### config.mk
export PLATFORM = sky130hd
export DESIGN_NAME = spi_flash_responder_flat
export DESIGN_NICKNAME = d
export VERILOG_FILES = /design/src/rtl/spi_flash_responder_if.sv /design/src/rtl/spi_flash_responder.sv /design/src/flat_wrapper.sv
export SDC_FILE = /design/constraint.sdc
export NUM_CORES = 1
export LEC_CHECK = 0
export ABC_AREA = 1
export CAP_MARGIN = 20
export CORE_ASPECT_RATIO = 0.9
export CORE_MARGIN = 4
export CORE_UTILIZATION = 60
export CTS_CLUSTER_DIAMETER = 80
export DETAILED_ROUTE_END_ITERATION = 8
export PLACE_DENSITY = 0.87
export REMOVE_ABC_BUFFERS = 1
export SLEW_MARGIN = 20
export SYNTH_ARGS = -nofsm -noshare
export SYNTH_HDL_FRONTEND = slang
export SYNTH_SLANG_ARGS = --single-unit
### constraint.sdc
create_clock -name sys_clk -period 2.75 [get_ports sys_clk]
set_input_delay 0.825 -clock sys_clk [delete_from_list [all_inputs] [get_ports sys_clk]]
set_output_delay 0.825 -clock sys_clk [all_outputs]
set_load 0.05 [all_outputs]
### src/rtl/spi_flash_responder_if.sv
// SPI pin bundle between a mode-0 initiator and the flash responder.
// Signal names match the external flash pins.
interface spi_flash_responder_if;
  logic SPI_CLK;
  logic CS_n;
  logic MOSI;
  logic MISO;

  modport master (
    output SPI_CLK,
    output CS_n,
    output MOSI,
    input  MISO
  );

  modport slave (
    input  SPI_CLK,
    input  CS_n,
    input  MOSI,
    output MISO
  );
endinterface

### src/rtl/spi_flash_responder.sv
// Oversampled SPI mode-0 target emulating a serial flash READ (0x03).
// All logic runs on sys_clk; SPI pins are synchronized and edge-detected.
module spi_flash_responder #(
  parameter int MEM_DEPTH   = 16,
  parameter int ADDR_BITS   = 4,
  parameter int SYNC_STAGES = 2
) (
  input  logic                 sys_clk,
  input  logic                 sys_rst_n,
  spi_flash_responder_if.slave spi,
  input  logic                 wr_en,
  input  logic [ADDR_BITS-1:0] wr_addr,
  input  logic [7:0]           wr_data,
  output logic                 busy,
  output logic                 rd_strobe,
  output logic [ADDR_BITS-1:0] rd_addr,
  output logic                 cmd_err
);

  typedef enum logic [2:0] {
    IDLE,
    CMD,
    ADDR,
    DATA,
    IGNORE
  } t_state_e;

  t_state_e r_state;
  t_state_e w_state_nx;

  logic [SYNC_STAGES-1:0] r_sck_sync;
  logic [SYNC_STAGES-1:0] r_cs_sync;
  logic [SYNC_STAGES-1:0] r_mosi_sync;
  logic                   r_sck_d;
  logic                   r_cs_d;

  logic                 w_sck;
  logic                 w_cs;
  logic                 w_mosi;
  logic                 w_sck_rise;
  logic                 w_sck_fall;
  logic                 w_cs_rise;
  logic                 w_cs_fall;
  logic [7:0]           w_shift_nx;

  logic [4:0]           r_bit_cnt;
  logic [6:0]           r_shift;
  logic [7:0]           r_tx;
  logic                 r_miso;
  logic [ADDR_BITS-1:0] r_index;
  logic                 r_rd_strobe;
  logic [ADDR_BITS-1:0] r_rd_addr;
  logic                 r_cmd_err;

  logic [7:0] r_mem [MEM_DEPTH];

  // CS_n flops reset high so busy reads idle out of reset.
  always_ff @(posedge sys_clk or negedge sys_rst_n) begin
    if (!sys_rst_n) begin
      r_sck_sync  <= '0;
      r_cs_sync   <= '1;
      r_mosi_sync <= '0;
      r_sck_d     <= 1'b0;
      r_cs_d      <= 1'b1;
    end else begin
      r_sck_sync  <= {r_sck_sync[SYNC_STAGES-2:0], spi.SPI_CLK};
      r_cs_sync   <= {r_cs_sync[SYNC_STAGES-2:0], spi.CS_n};
      r_mosi_sync <= {r_mosi_sync[SYNC_STAGES-2:0], spi.MOSI};
      r_sck_d     <= w_sck;
      r_cs_d      <= w_cs;
    end
  end

  assign w_sck      = r_sck_sync[SYNC_STAGES-1];
  assign w_cs       = r_cs_sync[SYNC_STAGES-1];
  assign w_mosi     = r_mosi_sync[SYNC_STAGES-1];
  assign w_sck_rise = w_sck & ~r_sck_d;
  assign w_sck_fall = ~w_sck & r_sck_d;
  assign w_cs_rise  = w_cs & ~r_cs_d;
  assign w_cs_fall  = ~w_cs & r_cs_d;

  // Only the command and the low ADDR_BITS address bits matter.
  assign w_shift_nx = {r_shift, w_mosi};

  always_ff @(posedge sys_clk or negedge sys_rst_n) begin
    if (!sys_rst_n) r_state <= IDLE;
    else            r_state <= w_state_nx;
  end

  always_comb begin
    w_state_nx = r_state;
    if (w_cs_rise) begin
      w_state_nx = IDLE;
    end else begin
      unique case (r_state)
        IDLE:
          if (w_cs_fall) w_state_nx = CMD;
        CMD:
          if (w_sck_rise && r_bit_cnt == 5'd7)
            w_state_nx = (w_shift_nx == 8'h03) ? ADDR : IGNORE;
        ADDR:
          if (w_sck_rise && r_bit_cnt == 5'd23)
            w_state_nx = DATA;
        default: w_state_nx = r_state;
      endcase
    end
  end

  always_ff @(posedge sys_clk or negedge sys_rst_n) begin
    if (!sys_rst_n) begin
      r_bit_cnt   <= '0;
      r_shift     <= '0;
      r_tx        <= '0;
      r_miso      <= 1'b0;
      r_index     <= '0;
      r_rd_strobe <= 1'b0;
      r_rd_addr   <= '0;
      r_cmd_err   <= 1'b0;
    end else begin
      r_rd_strobe <= 1'b0;
      r_cmd_err   <= 1'b0;
      if (w_cs_rise) begin
        r_bit_cnt <= '0;
        r_shift   <= '0;
        r_tx      <= '0;
        r_miso    <= 1'b0;
      end else begin
        unique case (r_state)
          IDLE: begin
            r_miso <= 1'b0;
            if (w_cs_fall) begin
              r_bit_cnt <= '0;
              r_shift   <= '0;
            end
          end
          CMD: begin
            r_miso <= 1'b0;
            if (w_sck_rise) begin
              r_shift <= w_shift_nx[6:0];
              if (r_bit_cnt == 5'd7) begin
                r_bit_cnt <= '0;
                r_cmd_err <= (w_shift_nx != 8'h03);
              end else begin
                r_bit_cnt <= r_bit_cnt + 5'd1;
              end
            end
          end
          ADDR: begin
            r_miso <= 1'b0;
            if (w_sck_rise) begin
              r_shift <= w_shift_nx[6:0];
              if (r_bit_cnt == 5'd23) begin
                r_bit_cnt <= '0;
                r_index   <= w_shift_nx[ADDR_BITS-1:0];
              end else begin
                r_bit_cnt <= r_bit_cnt + 5'd1;
              end
            end
          end
          DATA: begin
            if (w_sck_rise) begin
              if (r_bit_cnt == 5'd7) begin
                r_bit_cnt <= '0;
                r_index   <= r_index + 1'b1;
              end else begin
                r_bit_cnt <= r_bit_cnt + 5'd1;
              end
            end
            // A fall at bit 0 starts a new byte; later falls shift it out.
            if (w_sck_fall) begin
              if (r_bit_cnt == 5'd0) begin
                r_tx        <= r_mem[r_index];
                r_miso      <= r_mem[r_index][7];
                r_rd_strobe <= 1'b1;
                r_rd_addr   <= r_index;
              end else begin
                r_tx   <= {r_tx[6:0], 1'b0};
                r_miso <= r_tx[6];
              end
            end
          end
          default: r_miso <= 1'b0;
        endcase
      end
    end
  end

  // Array is never reset; a same-cycle write lands after the load reads it.
  always_ff @(posedge sys_clk) begin
    if (wr_en) r_mem[wr_addr] <= wr_data;
  end

  assign spi.MISO  = r_miso;
  assign busy      = ~w_cs;
  assign rd_strobe = r_rd_strobe;
  assign rd_addr   = r_rd_addr;
  assign cmd_err   = r_cmd_err;

endmodule

### src/flat_wrapper.sv
// flat-port wrapper written by rule: the top's interface ports become plain ports
module spi_flash_responder_flat 
#(
  parameter int MEM_DEPTH   = 16,
  parameter int ADDR_BITS   = 4,
  parameter int SYNC_STAGES = 2
)
  (sys_clk, sys_rst_n, wr_en, wr_addr, wr_data, busy, rd_strobe, rd_addr, cmd_err, spi_SPI_CLK, spi_CS_n, spi_MOSI, spi_MISO);
  spi_flash_responder_if spi_i ();
  input  logic sys_clk;
  input  logic sys_rst_n;
  input  logic wr_en;
  input  logic [ADDR_BITS-1:0] wr_addr;
  input  logic [7:0] wr_data;
  output logic busy;
  output logic rd_strobe;
  output logic [ADDR_BITS-1:0] rd_addr;
  output logic cmd_err;
  input wire logic [$bits(spi_i.SPI_CLK)-1:0] spi_SPI_CLK;
  input wire logic [$bits(spi_i.CS_n)-1:0] spi_CS_n;
  input wire logic [$bits(spi_i.MOSI)-1:0] spi_MOSI;
  output wire logic [$bits(spi_i.MISO)-1:0] spi_MISO;
  assign spi_i.SPI_CLK = spi_SPI_CLK;
  assign spi_i.CS_n = spi_CS_n;
  assign spi_i.MOSI = spi_MOSI;
  assign spi_MISO = spi_i.MISO;
  spi_flash_responder #(.MEM_DEPTH(MEM_DEPTH), .ADDR_BITS(ADDR_BITS), .SYNC_STAGES(SYNC_STAGES)) u_core (.sys_clk(sys_clk), .sys_rst_n(sys_rst_n), .spi(spi_i), .wr_en(wr_en), .wr_addr(wr_addr), .wr_data(wr_data), .busy(busy), .rd_strobe(rd_strobe), .rd_addr(rd_addr), .cmd_err(cmd_err));
endmodule
### After elaboration in Yosys (flattened, before gate mapping)

Memories as Yosys holds them, arrays and structs flattened.
Index checks and enable logic that the tools add are counted.

| cells by class | value |
|---|---|
| eq/ne operators | 18 |
| reduce and logical (&&, ||, !) cells | 18 |
| mux-type cells | 40 |
| bitwise operators | 9 |
| $add $sub $neg | 2 |

Operators with widths:

| operator | number |
|---|---|
| 7-bit two-way mux | 7 |
| 5-bit two-way mux | 6 |
| 3-bit by 1-bit != test with 1-bit output (second input constant) | 7 |
| 4-bit two-way mux | 4 |
| 3-bit two-way mux | 5 |
| 5-bit case mux with 3 select lines | 1 |
| 1-bit two-way mux | 14 |
| 7-bit case mux with 2 select lines | 1 |
| 4-bit AND reduction | 3 |
| 3-bit case mux with 3 select lines | 1 |
| 8-bit by 2-bit == test with 1-bit output (second input constant) | 1 |
| 2-bit by 1-bit != test with 1-bit output (second input constant) | 4 |
| 8-bit by 2-bit != test with 1-bit output (second input constant) | 1 |
| 4-bit case mux with 2 select lines | 1 |
| 4-bit nonzero test | 2 |
| 3-bit by 2-bit == test with 1-bit output (second input constant) | 2 |
| 6-bit AND reduction | 1 |
| 2-bit nonzero test | 3 |
| 5-bit by 1-bit adder with 5-bit output (second input constant) | 1 |
| 5-bit by 3-bit == test with 1-bit output (second input constant) | 1 |
| 5-bit == test (second input constant) | 1 |
| 5-bit zero test | 1 |
| 1-bit inverter | 5 |
| 4-bit by 1-bit adder with 4-bit output (second input constant) | 1 |
| 8 further kinds | 13 |

| word-level totals | value |
|---|---|
| input bits | 18 |
| memory bits (writable) | 128 |
| flip-flop bits (word level) | 41 |
| output and inout bits | 8 |
| memories | 1 |

Memory list:

| name | words | width | rd ports | clocked after Yosys merged registers in | wr ports | line | RTL |
|---|---|---|---|---|---|---|---|
| u_core.r_mem | 16 | 8 | 1 | 0 | 1 | spi_flash_responder.sv:55 | `logic [7:0] r_mem [MEM_DEPTH];` |

### Longest topological paths before layout

Gate-level depths: netlist of run 1.

| logic depth | value |
|---|---|
| word-level depth | 6 |
| mapped depth | 10 |
| mapped depth without buffers | 10 |

### Worst setup path after synthesis of run 1

No wires, ideal clock.

| timing path | value |
|---|---|
| path kind | input -> register |
| from | input port wr_addr[2] |
| to | memory u_core.r_mem[10][0], enable pin |
| data arrival time | 1.406 ns |
| data required time | 2.380 ns |
| cell stages on the path | 2 |
| buffers on the path | 0 |
| slack | 0.974 ns |
| cells stage by stage | nand3b_1 > nor2_1 |

RTL lines:

| what | line | RTL |
|---|---|---|
| from (decl) | flat_wrapper.sv:13 | `input logic [ADDR_BITS-1:0] wr_addr;` |
| to (decl) | spi_flash_responder.sv:55 |  |

Straight into the memory's write port.

### Worst setup path in the final report of run 1

| timing path | value |
|---|---|
| from | register u_core.r_cs_sync[1] |
| to | output port busy |

| between the ends | value |
|---|---|
| longest elaborated chain between the ends | 1 |

Ends and longest elaborated chain:

| what | line | RTL |
|---|---|---|
| from (decl) | spi_flash_responder.sv:32 | `logic [SYNC_STAGES-1:0] r_cs_sync;` |
| from (signal assigned) | spi_flash_responder.sv:67 | `r_cs_sync <= {r_cs_sync[SYNC_STAGES-2:0], spi.CS_n};` |
| 1-bit inverter | spi_flash_responder.sv:194 | `assign busy = ~w_cs;` |
| to (decl) | flat_wrapper.sv:15 | `output logic busy;` |

No other way between the ends.

==> results of run 1 <==
==> power by group <==
part	internal [mW]	switching (mW)	total (mW)
sequential	2.82	0.0457	2.87
clock	1.25	0.994	2.25
combinational	0.203	0.549	0.752
total	4.28	1.59	5.87
==> cells by family (layout without fill, tap and decap cells) <==
| kind of cell | count (synthesis) | in the layout |
|---|---|---|
| compound gates | 107 | 107 |
| buf+inv | 79 | 135 |
| flops | 169 | 169 |
| fa+ha+maj | 3 | 3 |
| xor+xnor | 3 | 3 |
| simple gates | 291 | 291 |
==> flip-flops by register name, summed over array words and instances (netlist names) <==
register            count
u_core.r_mem          128
u_core.r_bit_cnt        5
u_core.r_mosi_sync      2
u_core.r_cs_d           1
u_core.rd_addr          4
u_core.r_index          4
u_core.r_cs_sync        2
u_core.r_tx             7
u_core.r_shift          7
u_core.cmd_err          1
u_core.r_sck_sync       2
u_core.r_sck_d          1
u_core.r_state          3
u_core.rd_strobe        1
u_core.spi.MISO         1
==> cells in the final DEF (no fill, tap or decap), types with 7 or more instances in the layout <==
cell             instances
dfrtp_1                 37
o211ai_1                 9
inv_2                    7
o21ai_0                 44
clkbuf_16               17
nand2_1                151
nor2_1                  70
inv_1                   48
o22ai_1                  8
a21oi_1                 35
edfxtp_1               128
buf_4                   22
nand3_1                 48
clkdlybuf4s50_1         24
==> final timing paths <==
| kind | cells after the start | from | endpoint |
|---|---|---|---|
| max | 2 | u_core.r_cs_sync[1] | busy |
| min | 0 | u_core.r_sck_sync[0] | u_core.r_sck_sync[1] |
| max reg2reg | 10 | u_core.r_index[0] | u_core.r_tx[0] |
| min reg2reg | 0 | u_core.r_sck_sync[0] | u_core.r_sck_sync[1] |
| max in group asynchronous | 1 | sys_rst_n | u_core.r_index[0] |
| min in group asynchronous | 1 | sys_rst_n | u_core.r_sck_d |
==> area by class of cell <==
cell class                      instances  area [sq um]
Tap cell                              156         195.2
Inverter                               56         211.5
Sequential cell                       169          4875
Fill cell                             766          3362
Clock inverter                         13         122.6
Clock buffer                           19         432.9
Timing Repair Buffer                   47         410.4
Multi-Input combinational cell        404          1918
==> per-layer routing <==
layer  up-vias  GRT usage
li1       2317          -
met1      2462     0.3448
met2       288     0.4000
met3        46    0.06653
met4         0    0.09776
met5         -          0
==> per-stage QoR <==
stage,setup WS [ps],cells,cell area (sq um),TNS (ps)
global route,154.7,864,8165,0
global placement,391.3,832,7610,0
floorplan,-413.6,629,7003,-3171
finish,199.2,864,8165,0
detailed placement,321.0,832,7610,0
CTS,184.1,864,8165,0
==> reports/qor.csv, run 1 <==
metric,value,unit
crit_fanout,3,
hold_path_class,reg -> reg,
worst_pin_slew,911.0,ps
drc,0,
synthTopCellsByCount,"nand2_1, edfxtp_1, nor2_1",
first_global_vias,4972,
vias,5113,
cts_buffer_depth,2,
worstSetupStartpointType,flop,
die_area,0.01369,sq mm
drv_cap,0,
netlist-cell-type-count,36,
fin_crit,2551,ps
die-width,122.9,um
cts.sinks,169,
vias_per_cell,5.918,
core,0.01153,sq mm
cts_repair_resize_count,0,
drv_slew,0,
dr_wl_met2,7.998,mm
synthFlopType,edfxtp_1,
io_pins,26,
diodes,0,
clock-root-buffer,clkbuf_16,
max_freq,0.3920,GHz
drtIter0Drc,814,
yosysTopAreaCell,edfxtp_1,
power,5.869,mW
synthCells,652,
dr.max_layer_used,met4,
port-buffer-count,25,
holdBufCountCts,0,
hpwl,10.54,mm
reg2reg_slack,660,ps
synth_top_family_by_area,simple AND/OR/NAND/NOR gates,
cts-htree-levels,4,
avgRoutedWirePerCell,18.97,um
max-slew-margin-rel,0.3927,
muxShareOfSynthArea,0,
synth-seq-area-share,0.6836,
synth_xor_xnor_area_share,0.003686,
cts_setup_buffers,0,
dr.pass1.iters,7,
fp.dieH,111.4,um
grt_pass1_wl,26.16,mm
cts_buffers,17,
setup_viol,0,
synth_top_area_frac,0.5391,
synth_simple_gate_area_frac,0.1785,
async_reset_ff_frac,0.2426,
rows,37,
whs,347.7,ps
avgSynthCellArea,10.93,sq um
synth_compound_area_frac,0.08161,
ant_nets,0,
antenna_found_initial,0,
worstSkewPairLatency,430,ps
arrival,1730,ps
wl_met1,6.365,mm
synth_edf_count,128,
drive_gt1_frac,0.1088,
period_share,0.9276,
synth_most_common_cell,nand2_1,
p_per_area,718.7,mW/mm^2
start_util,0.6185,
ys_warn_count,0,
gr-total-overflow,0,
cp_cell_sequence,"inv_2, clkdlybuf4s50_1",
cts_tree,yes,
synthToLayoutAreaGrowth,14.53,%
max-vdd-ir-drop,0.6899,mV
gp_congestion,0.8769,
cp_num_buf_inv,2,
required,1930,ps
end_kind,output port,
drt-total-wl,16.39,mm
synth_adder_area_share,0.005265,
route.met3.wl,1.521,mm
slowest_delay,690,ps
rsz0062_at_grt,no,
status,"finished, final reports clean",
netlist_area,0.007129,sq mm
critPathTopFamily,buffers and inverters,
crit_type,reg -> out,
p_leak,3.275,nW
synth_seq_cells,169,
final_hold_viol_count,0,
grt_max_degree,76,
synth_area_leaders,"edfxtp_1, dfrtp_1, nand2_1",
cp_slowest_cell,clkdlybuf4s50_1,
clkTransAtPathRegs,60,ps
nNetsFinal,716,
track_usage,0.2553,
finClkSkew,12.76,ps
finish.utilization,0.7083,
Power figures use the tool's default switching activity.
==> run 2, diff against run 1 <==
Settings changed: CORE_MARGIN 4 to default, CORE_UTILIZATION 60 to 55, CTS_CLUSTER_SIZE from default to 10, PLACE_DENSITY 0.87 to 0.81.
==> reports/qor.csv, run 2 (synthesis results as in run 1) <==
metric,value,unit
status,"finished, final reports clean",
dr.pass1.iters,5,
placedCellCount,842,
port-buffer-count,25,
final_hold_viol_count,0,
reg2reg_slack,830,ps
gp_congestion,0.8631,
cts_tree,yes,
p_leak,3.291,nW
holdBufCountCts,0,
drv_slew,0,
r2r_cells,7,
drt-total-wl,15.78,mm
cts-htree-levels,4,
hold_depth,0,
die_area,0.01342,sq mm
hp-start,u_core.r_mosi_sync[0],
largest_reg_flops,128,
cts_buffer_depth,2,
vias_per_cell,5.709,
seq_area,0.004875,sq mm
setup_viol,0,
final_common_cell,nand2_1,
reg2reg_to,u_core.r_tx[2],
first_global_vias,4621,
cts_repair_resize_count,0,
rsz0062_at_grt,no,
nNetsFinal,718,
mostFrequentLayoutCells,"nand2_1, edfxtp_1, nor2_1",
worstSkewPairLatency,430,ps
place_area,0.007647,sq mm
crit_fanout,3,
period_share,0.9130,
arrival,1690,ps
clkTransAtPathRegs,60,ps
clock-root-buffer,clkbuf_16,
grt_max_degree,60,
hold-path-endpoint,u_core.r_mosi_sync[1],
drv_cap,0,
cts.sinks,169,
start_util,0.5619,
dr.max_layer_used,met4,
worst_pin_slew,863.4,ps
cts_setup_buffers,0,
diodes,0,
finClkSkew,17.77,ps
tns,0,ps
required,1930,ps
hold_path_class,reg -> reg,
gr-total-overflow,0,
multi_input_area,0.001918,sq mm
synthToLayoutAreaGrowth,14.90,%
ant_nets,0,
track_usage,0.2519,
power,5.815,mW
crit_type,reg -> out,
max-vdd-ir-drop,0.5892,mV
r2r-start,u_core.r_index[1],
wl_met1,6.468,mm
core,0.01269,sq mm
max_freq,0.3983,GHz
fillerInstances,918,
avgRoutedWirePerCell,18.08,um
drtIter0Drc,478,
design_area,0.008192,sq mm
p_per_area,709.9,mW/mm^2
vias,4984,
max-slew-margin-rel,0.4244,
fin_cells,873,
io_pins,26,
fp.dieH,110.0,um
cts_buffers,17,
rows,39,
die-width,122.0,um
grt_pass1_wl,24.42,mm
drc,0,
worstSetupStartpointType,flop,
top_register,u_core.r_mem,
route.met3.wl,1.396,mm
drive_gt1_frac,0.1114,
largestRegisters,"u_core.r_mem x128, u_core.r_shift x7, u_core.r_tx x7",
antenna_found_initial,0,
dr_wl_met2,7.602,mm
end_kind,output port,
fin_crit,2511,ps
hpwl,10.21,mm
[run 2: cell types whose count changed in the layout (fill, tap and decap cells not counted), sizes merged]
| cell | before | now |
|---|---|---|
| clkbuf | 19 | 17 |
| inv | 57 | 61 |
| buf | 23 | 25 |
| bufinv | 1 | 0 |
| clkinv | 8 | 6 |
[run 2: stage by stage]
stage	util	hold slack, ps	setup WS [ps]
after floorplan	-	331.2	-413.6
after global placement	0.6028	333.9	604.3
after detailed placement	0.6028	334.7	499.7
after CTS	0.6457	348.6	210.3
after global routing	0.6457	364.1	166.6
final	0.6457	347.7	239.2
[run 2: cell type report]
cell class / count / share of cell area
sequential: 169 / 0.5951
multi-input combinational: 404 / 0.2342
timing repair buffer: 49 / 0.05346
clock buffer: 17 / 0.05193
inverter: 56 / 0.02581
tap: 164 / 0.02505
clock inverter: 14 / 0.01451
[run 2: how the worst max path moves through the flow]
stage,start,end,slack (ps),depth (start not counted)
finish,u_core.r_cs_sync[1],busy,240,2
global route,u_core.r_cs_sync[1],busy,170,2
CTS,u_core.r_cs_sync[1],busy,210,2
detailed placement,wr_addr[3],u_core.r_mem[5][1],500,4
global placement,wr_en,u_core.r_mem[12][6],600,4
floorplan,u_core.r_index[0],u_core.r_tx[0],-410,9
[run 2: where the power goes]
group          internal [mW]  switching, mW
sequential              2.82         0.0452
combinational          0.209          0.553
clock                   1.17           1.01
total                   4.20           1.61
[run 2: critical path, cell delays in order, from the launching register on]
cell and delay (ps):
dfstp_2 530, inv_2 50, clkdlybuf4s50_1 690
[run 2: routing by layer]
layer / vias to the layer above / GRT usage
met1: 2368 / 0.3389
met4: 0 / 0.09877
met3: 28 / 0.05761
li1: 2327 / -
met2: 261 / 0.4007
met5: - / 0
